$ cat config.mk
export PLATFORM = sky130hd
export DESIGN_NAME = writeback_arbiter
export DESIGN_NICKNAME = d
export VERILOG_FILES = /design/src/rtl/wb_pkg.sv /design/src/rtl/wb_fifo.sv /design/src/rtl/writeback_arbiter.sv
export SDC_FILE = /design/constraint.sdc
export NUM_CORES = 1
export LEC_CHECK = 0
export BUFFER_PORTS_ARGS = -buffer_cell sky130_fd_sc_hd__buf_2
export CAP_MARGIN = 5
export CORE_ASPECT_RATIO = 0.75
export CORE_MARGIN = 3
export CORE_UTILIZATION = 40
export CTS_BUF_LIST = sky130_fd_sc_hd__clkbuf_8
export DETAILED_ROUTE_END_ITERATION = 10
export SLEW_MARGIN = 10
export SYNTH_ARGS = -nofsm -noshare
export SYNTH_HDL_FRONTEND = slang
export SYNTH_SLANG_ARGS = --single-unit
$ cat constraint.sdc
create_clock -name clk -period 1.8 [get_ports clk]
set_input_delay 0.09 -clock clk [delete_from_list [all_inputs] [get_ports clk]]
set_output_delay 0.09 -clock clk [all_outputs]
set_load 0.02 [all_outputs]
$ cat src/rtl/wb_pkg.sv
// Shared constants, FIFO entry type and register one-hot decode for the writeback arbiter.
package wb_pkg;

    localparam int unsigned WB_DATA_W = 32;
    localparam int unsigned WB_ADDR_W = 5;

    typedef struct packed {
        logic                 valid;
        logic [WB_ADDR_W-1:0] regAddr;
        logic [WB_DATA_W-1:0] data;
    } wb_entry_t;

    function automatic logic [2**WB_ADDR_W-1:0] wb_onehot(input logic [WB_ADDR_W-1:0] a);
        logic [2**WB_ADDR_W-1:0] v;
        v    = '0;
        v[a] = 1'b1;
        return v;
    endfunction

endpackage

$ cat src/rtl/wb_fifo.sv
// Circular buffer of pending load results with parallel squash-by-register-address.
module wb_fifo
    import wb_pkg::*;
#(
    parameter int unsigned DEPTH = 4
) (
    input  logic                                clk,
    input  logic                                rst_n,
    input  logic                                i_push,
    input  wb_entry_t                           i_push_entry,
    input  logic                                i_pop,
    input  logic                                i_squash_en,
    input  logic [WB_ADDR_W-1:0]                i_squash_reg,
    output wb_entry_t                           o_head,
    output logic [$clog2(DEPTH):0]              o_count,
    output logic [DEPTH-1:0]                    o_valid,
    output logic [DEPTH-1:0][WB_ADDR_W-1:0]     o_reg
);

    localparam int unsigned PW = $clog2(DEPTH);

    wb_entry_t        r_mem [DEPTH];
    logic [PW-1:0]    r_head;
    logic [PW-1:0]    r_tail;
    logic [PW:0]      r_count;

    always_ff @(posedge clk or negedge rst_n) begin
        if (!rst_n) begin
            r_head  <= '0;
            r_tail  <= '0;
            r_count <= '0;
            for (int unsigned i = 0; i < DEPTH; i++) r_mem[i] <= '0;
        end else begin
            for (int unsigned i = 0; i < DEPTH; i++) begin
                if (i_squash_en && r_mem[i].valid && (r_mem[i].regAddr == i_squash_reg))
                    r_mem[i].valid <= 1'b0;
            end
            // Popped slots are invalidated so the pending mask only sees live entries.
            if (i_pop) begin
                r_mem[r_head].valid <= 1'b0;
                r_head              <= r_head + PW'(1);
            end
            if (i_push) begin
                r_mem[r_tail] <= i_push_entry;
                r_tail        <= r_tail + PW'(1);
            end
            unique case ({i_push, i_pop})
                2'b10:   r_count <= r_count + (PW+1)'(1);
                2'b01:   r_count <= r_count - (PW+1)'(1);
                default: r_count <= r_count;
            endcase
        end
    end

    always_comb begin
        o_valid = '0;
        o_reg   = '0;
        for (int unsigned i = 0; i < DEPTH; i++) begin
            o_valid[i] = r_mem[i].valid;
            o_reg[i]   = r_mem[i].regAddr;
        end
    end

    assign o_head  = r_mem[r_head];
    assign o_count = r_count;

endmodule

$ cat src/rtl/writeback_arbiter.sv
// Register-file write port arbiter: ALU priority, buffered loads, WAW squash, pending mask.
// Optional saturating squash/conflict counters when WB_STATS_EN is defined.
module writeback_arbiter
    import wb_pkg::*;
#(
    parameter int unsigned DEPTH  = 4,
    parameter int unsigned DATA_W = WB_DATA_W,
    parameter int unsigned ADDR_W = WB_ADDR_W
) (
    input  logic                     clk,
    input  logic                     reset,
    input  logic                     aluValid,
    input  logic [ADDR_W-1:0]        aluReg,
    input  logic [DATA_W-1:0]        aluData,
    input  logic                     memValid,
    input  logic [ADDR_W-1:0]        memReg,
    input  logic [DATA_W-1:0]        memData,
    output logic                     memReady,
    output logic                     regWrite,
    output logic [ADDR_W-1:0]        writeReg,
    output logic [DATA_W-1:0]        writeData,
    output logic [2**ADDR_W-1:0]     pendingMask,
    output logic [$clog2(DEPTH):0]   fifoCount
`ifdef WB_STATS_EN
    ,
    output logic [15:0]              squashCount,
    output logic [15:0]              conflictCount
`endif
);

    localparam int unsigned CW = $clog2(DEPTH) + 1;
    localparam logic [CW-1:0] FULL_CNT = CW'(DEPTH);

    wb_entry_t                      w_head;
    wb_entry_t                      w_push_entry;
    logic [CW-1:0]                  w_count;
    logic [DEPTH-1:0]               w_valid;
    logic [DEPTH-1:0][ADDR_W-1:0]   w_reg;
    logic                           w_alu_fire;
    logic                           w_accept;
    logic                           w_empty;
    logic                           w_pop;
    logic                           w_bypass;
    logic                           w_push;

    logic                           r_regWrite;
    logic [ADDR_W-1:0]              r_writeReg;
    logic [DATA_W-1:0]              r_writeData;

    assign memReady   = (w_count < FULL_CNT);
    assign w_empty    = (w_count == '0);
    assign w_alu_fire = aluValid && (aluReg != '0);
    assign w_accept   = memValid && memReady;
    assign w_pop      = !w_alu_fire && !w_empty;
    assign w_bypass   = !w_alu_fire && w_empty && w_accept && (memReg != '0);
    assign w_push     = w_accept && (memReg != '0) && !w_bypass;

    // A same-cycle load is older than the ALU result, so it enters the queue already dead.
    assign w_push_entry = '{valid:   !(w_alu_fire && (memReg == aluReg)),
                            regAddr: memReg,
                            data:    memData};

    wb_fifo #(
        .DEPTH (DEPTH)
    ) u_fifo (
        .clk          (clk),
        .rst_n        (reset),
        .i_push       (w_push),
        .i_push_entry (w_push_entry),
        .i_pop        (w_pop),
        .i_squash_en  (w_alu_fire),
        .i_squash_reg (aluReg),
        .o_head       (w_head),
        .o_count      (w_count),
        .o_valid      (w_valid),
        .o_reg        (w_reg)
    );

    always_ff @(posedge clk or negedge reset) begin
        if (!reset) begin
            r_regWrite  <= 1'b0;
            r_writeReg  <= '0;
            r_writeData <= '0;
        end else if (w_alu_fire) begin
            r_regWrite  <= 1'b1;
            r_writeReg  <= aluReg;
            r_writeData <= aluData;
        end else if (w_pop) begin
            r_regWrite <= w_head.valid;
            if (w_head.valid) begin
                r_writeReg  <= w_head.regAddr;
                r_writeData <= w_head.data;
            end
        end else if (w_bypass) begin
            r_regWrite  <= 1'b1;
            r_writeReg  <= memReg;
            r_writeData <= memData;
        end else begin
            r_regWrite <= 1'b0;
        end
    end

    always_comb begin
        pendingMask = '0;
        for (int unsigned i = 0; i < DEPTH; i++) begin
            if (w_valid[i]) pendingMask = pendingMask | wb_onehot(w_reg[i]);
        end
    end

    assign regWrite  = r_regWrite;
    assign writeReg  = r_writeReg;
    assign writeData = r_writeData;
    assign fifoCount = w_count;

`ifdef WB_STATS_EN
    logic [15:0]   r_squash_cnt;
    logic [15:0]   r_conflict_cnt;
    logic [CW-1:0] w_hits;
    logic [16:0]   w_sq_sum;

    always_comb begin
        w_hits = '0;
        for (int unsigned i = 0; i < DEPTH; i++) begin
            if (w_alu_fire && w_valid[i] && (w_reg[i] == aluReg)) w_hits = w_hits + CW'(1);
        end
    end

    assign w_sq_sum = {1'b0, r_squash_cnt} + 17'(w_hits);

    always_ff @(posedge clk or negedge reset) begin
        if (!reset) begin
            r_squash_cnt   <= '0;
            r_conflict_cnt <= '0;
        end else begin
            r_squash_cnt <= w_sq_sum[16] ? 16'hFFFF : w_sq_sum[15:0];
            if (w_alu_fire && !w_empty && (r_conflict_cnt != 16'hFFFF))
                r_conflict_cnt <= r_conflict_cnt + 16'd1;
        end
    end

    assign squashCount   = r_squash_cnt;
    assign conflictCount = r_conflict_cnt;
`endif

endmodule
==> metrics list <==
- The run finished, with violations left.
* Violations in the final reports: negative setup slack
- After clock tree synthesis, the clock-pin slew on the worst setup and hold paths is 0.10 ns.
- Number of global-route vias before repair: 8938
* Maximum number of pins on one net before global-route repair: 78
- The initial antenna violation count was 1.
- Summing the areas of all fa, ha and maj instances in the mapped netlist gives 1.27% of the synthesized area.
- DIE AREA: 0.0281 mm2
* Reg-to-Reg Start: u_fifo.o_count[0]$_DFFE_PN0P_
- Detailed routing inserted a total of 8848 vias.
- First-iteration detailed-routing DRC count: 890
* Arrival time of the worst setup path: 2.42 ns
- Yosys printed 0 warnings.
- The signal on the critical path passes through or3_4 > buf_12 > o211ai_4 > buf_8 > clkbuf_16 > mux2_4.
- Drt drc: 0
- Largest family of logic cells by synthesized area: multiplexers
- Layout-stage area growth over the synthesis result: 47.4%
- Sequential cells were found to cover 47.1% of the synthesized design area.
* CTS buffer count: 17
* Share of final-layout standard cells stronger than drive strength 1: 55.2%
* TritonCTS clock tree: built
- After synthesis, the largest area contributor takes up 47.1% of total cell area.
- The clock net in this run drives a total of 197 sinks.
- Worst min path class: in2reg
* Startpoint class of the critical path: flip-flop
- Port Buffers: 151
- Global routing usage summed across all routing layers: 23.6%
* Top Family by Delay on Critical Path: buffers and inverters
- For this run, the leading register cell type out of synthesis is sky130_fd_sc_hd__dfrtp_1.
* Clock H-tree levels: 4
* Share of the clock period used by the worst path after layout: 114%
- Simple-gate area share of the yosys netlist: 10.5%
- The final count of hold timing violations was 0.
- Multiplexer fraction of the synthesized cell area: 24.3%
* Power density over the cells: 1740 mW/mm2
* Async SR Flop Fraction: 100%
- Leaving out fill and tap cells, the most frequent cells in the layout are 178 x sky130_fd_sc_hd__dfrtp_1, 126 x sky130_fd_sc_hd__mux2_4, 118 x sky130_fd_sc_hd__buf_2.
- Crit. Startpoint: u_fifo.o_count[0]$_DFFE_PN0P_
- The number of different library cells used by synthesis comes to 48.
* Final global-route overflow total: 0
- The first global-routing pass estimated 51700 um of wire.
* Max-slew headroom at the worst pin: 64.0%
- Ranking of synthesized cells by area: sky130_fd_sc_hd__dfrtp_1 47%, sky130_fd_sc_hd__mux2_2 15%, sky130_fd_sc_hd__mux4_2 8.2%
- For this design the static power due to leakage is 7.06 nW.
- Number of cell rows: 50
- Final WL: 35000 um
* Routability cong.: 0.925
* Critical path class: reg2reg
- Derived from the worst setup path, the maximum achievable clock frequency is 488 MHz.
- The filler cells instantiated in the layout total 1993.
* Floorplan die height: 146 um
- Along the worst path, the maximum fanout reaches 5.
- STA classifies the critical path endpoint as a flip-flop.
* Synthesized netlist net count: 983
- Hold Path Origin: memReg[3]
- Worst setup slack after layout: -0.249 ns
* Setup repair after global routing missed its margin: yes
* Fin Clk Skew: 0.0176 ns
* Final number of max-transition violations: 0
- Net count reported at finish: 1295
* Count of nets left with antenna violations after detail routing: 0
* Peak supply drop: 0.821 mV
* XOR/XNOR Fraction of Synth Area: 2.51%
* Post-DR wirelength/cell: 22.4 um
- In this run, synthesis produced a sequential element count of 197.
- Chip width: 193 um
- Post-synthesis compound-gate area fraction: 10.0%
- For this run, the detailed router's first-pass iteration total came to 5.
- Buffer cell driving the clock tree root: sky130_fd_sc_hd__clkbuf_8
* Slowest stage cell on the critical path: sky130_fd_sc_hd__or3_4
- Max-cap check violation count: 0
- For the pin with the worst max-slew slack, the measured transition is 0.538 ns.
- # diodes: 0
- DP Wirelength: 19600 um
- Setup violations remaining at the end of the flow were counted as 186.
* Final core utilization: 60.8%
- After floorplanning, the core was sized to cover 0.0253 mm2.
- For the worst setup path, the data required time is 2.17 ns.
- Starting utilization of the core area: 41.3%
- Number of synthesized flops with an enable pin: 0
- After detailed routing, the number of vias per cell comes to 5.68.
- Commonest non-fill, non-tap cell in the layout: sky130_fd_sc_hd__dfrtp_1
* Number of cells produced by synthesis: 895
* Minimum clock period: 2.05 ns
- The register with the most flip-flops in the layout has 128 of them.
- The average instance in the mapped netlist occupies 11.7 um2.
- CTS max path bufs: 2
- Clock latency at the later pin of the worst-skew pair: 0.49 ns
* Largest stage delay on the critical path: 0.45 ns
- Multi-input gate area in the final layout: 0.00620 mm2
- Library cell occupying the most area in the post-synthesis netlist: sky130_fd_sc_hd__dfrtp_1
- Prior to clock tree synthesis, the placed netlist has a worst setup slack of -0.389 ns.
- After synthesis the cells add up to 0.0105 mm2.
* I/O pin count: 152
- The sequential cells in the finished layout cover a total of 0.00495 mm2.
* CP Buf/Inv Count: 3
-- per-stage QoR --
step	TNS [ns]	power, mW	instances	hold slack [ns]	cell area (um2)
2_1_floorplan	-18.53	17.1	895	-0.206	11100
3_3_place_gp	-58.57	20.3	1387	-0.0501	12600
3_5_place_dp	-59.84	20.5	1387	-0.0490	12600
4_1_cts	-18.60	25.6	1547	0.00185	14900
5_1_grt	-34.99	28.3	1558	0.0212	15400
6_report	-26.26	26.8	1558	0.0399	15400
-- final cells by class --
cell class	instances	area share, %
Multi-Input combinational cell	614	40.2
Tap cell	338	2.74
Clock inverter	14	0.950
Clock buffer	18	1.61
Sequential cell	197	32.1
Inverter	10	0.260
Timing Repair Buffer	367	22.0
-- report_power, final --
group          switching (mW)  total (mW)  internal (mW)
sequential               1.75        8.46           6.71
clock                    1.58        2.96           1.38
combinational            7.03        15.4           8.34
total                    10.4        26.8           16.4
-- worst register-to-register path, cell delays in order (launching register included) --
cell and delay, ns:
sky130_fd_sc_hd__dfrtp_2 0.42, sky130_fd_sc_hd__or3_4 0.45, sky130_fd_sc_hd__buf_12 0.15, sky130_fd_sc_hd__o211ai_4 0.25, sky130_fd_sc_hd__buf_8 0.20, sky130_fd_sc_hd__clkbuf_16 0.18, sky130_fd_sc_hd__mux2_4 0.30
-- metal layers --
| metal | global-route usage [%] | wire (um) | share of wire [%] | vias to the layer above |
|---|---|---|---|---|
| met5 | 0 | 13 | 0.037 | - |
| met4 | 6.41 | 607 | 1.7 | 2 |
| met3 | 5.14 | 2690 | 7.7 | 65 |
| met2 | 34.9 | 15300 | 44 | 409 |
| met1 | 35.2 | 16300 | 47 | 4465 |
| li1 | - | - | - | 3907 |
-- final timing paths --
| kind | to | depth (start not counted) | slack [ns] |
|---|---|---|---|
| setup reg to reg | u_fifo.r_mem[95]$_DFFE_PN0P_ | 6 | -0.25 |
| min in group asynchronous | u_fifo.r_mem[144]$_DFFE_PN0P_ | 3 | 0.20 |
| hold / removal | u_fifo.o_reg[3]$_DFFE_PN0P_ | 3 | 0.04 |
| hold reg to reg | u_fifo.r_mem[11]$_DFFE_PN0P_ | 1 | 0.51 |
| max in group asynchronous | u_fifo.o_reg[8]$_DFFE_PN0P_ | 3 | 0.64 |
| setup / recovery | u_fifo.r_mem[95]$_DFFE_PN0P_ | 6 | -0.25 |
-- kinds of logic after synthesis --
family                   count (synthesis)
AO/OA/AOI/OAI                          153
XOR/XNOR                                30
adder cells (fa/ha/maj)                 10
buffers and inverters                   84
flip-flops                             197
multiplexers                           188
AND/OR/NAND/NOR                        233
-- synthesized netlist by cell type, drive strengths merged (2+ instances only) --
master	count
dfrtp	197
mux2	149
nand2	88
nor2	54
nand3	43
a21oi	40
clkbuf	38
mux4	38
o21ai	38
buf	36
xnor2	16
a221o	14
a22oi	14
o221ai	14
o22ai	14
xor2	14
inv	10
nand3b	10
ha	9
nor3b	8
o211ai	7
nor3	6
or3b	6
and3	4
and3b	4
or3	4
a41o	3
nand4	3
a31oi	2
a32oi	2
-- repair_timing --
action	CTS	global route
pin swaps	35	17
endpoints found under the hold margin	362	0
setup buffers	51	12
gates resized for setup	183	87
cloned	11	8
hold buffers	68	0
endpoints found under the setup margin	185	220
(Power assumes the default switching activity.)
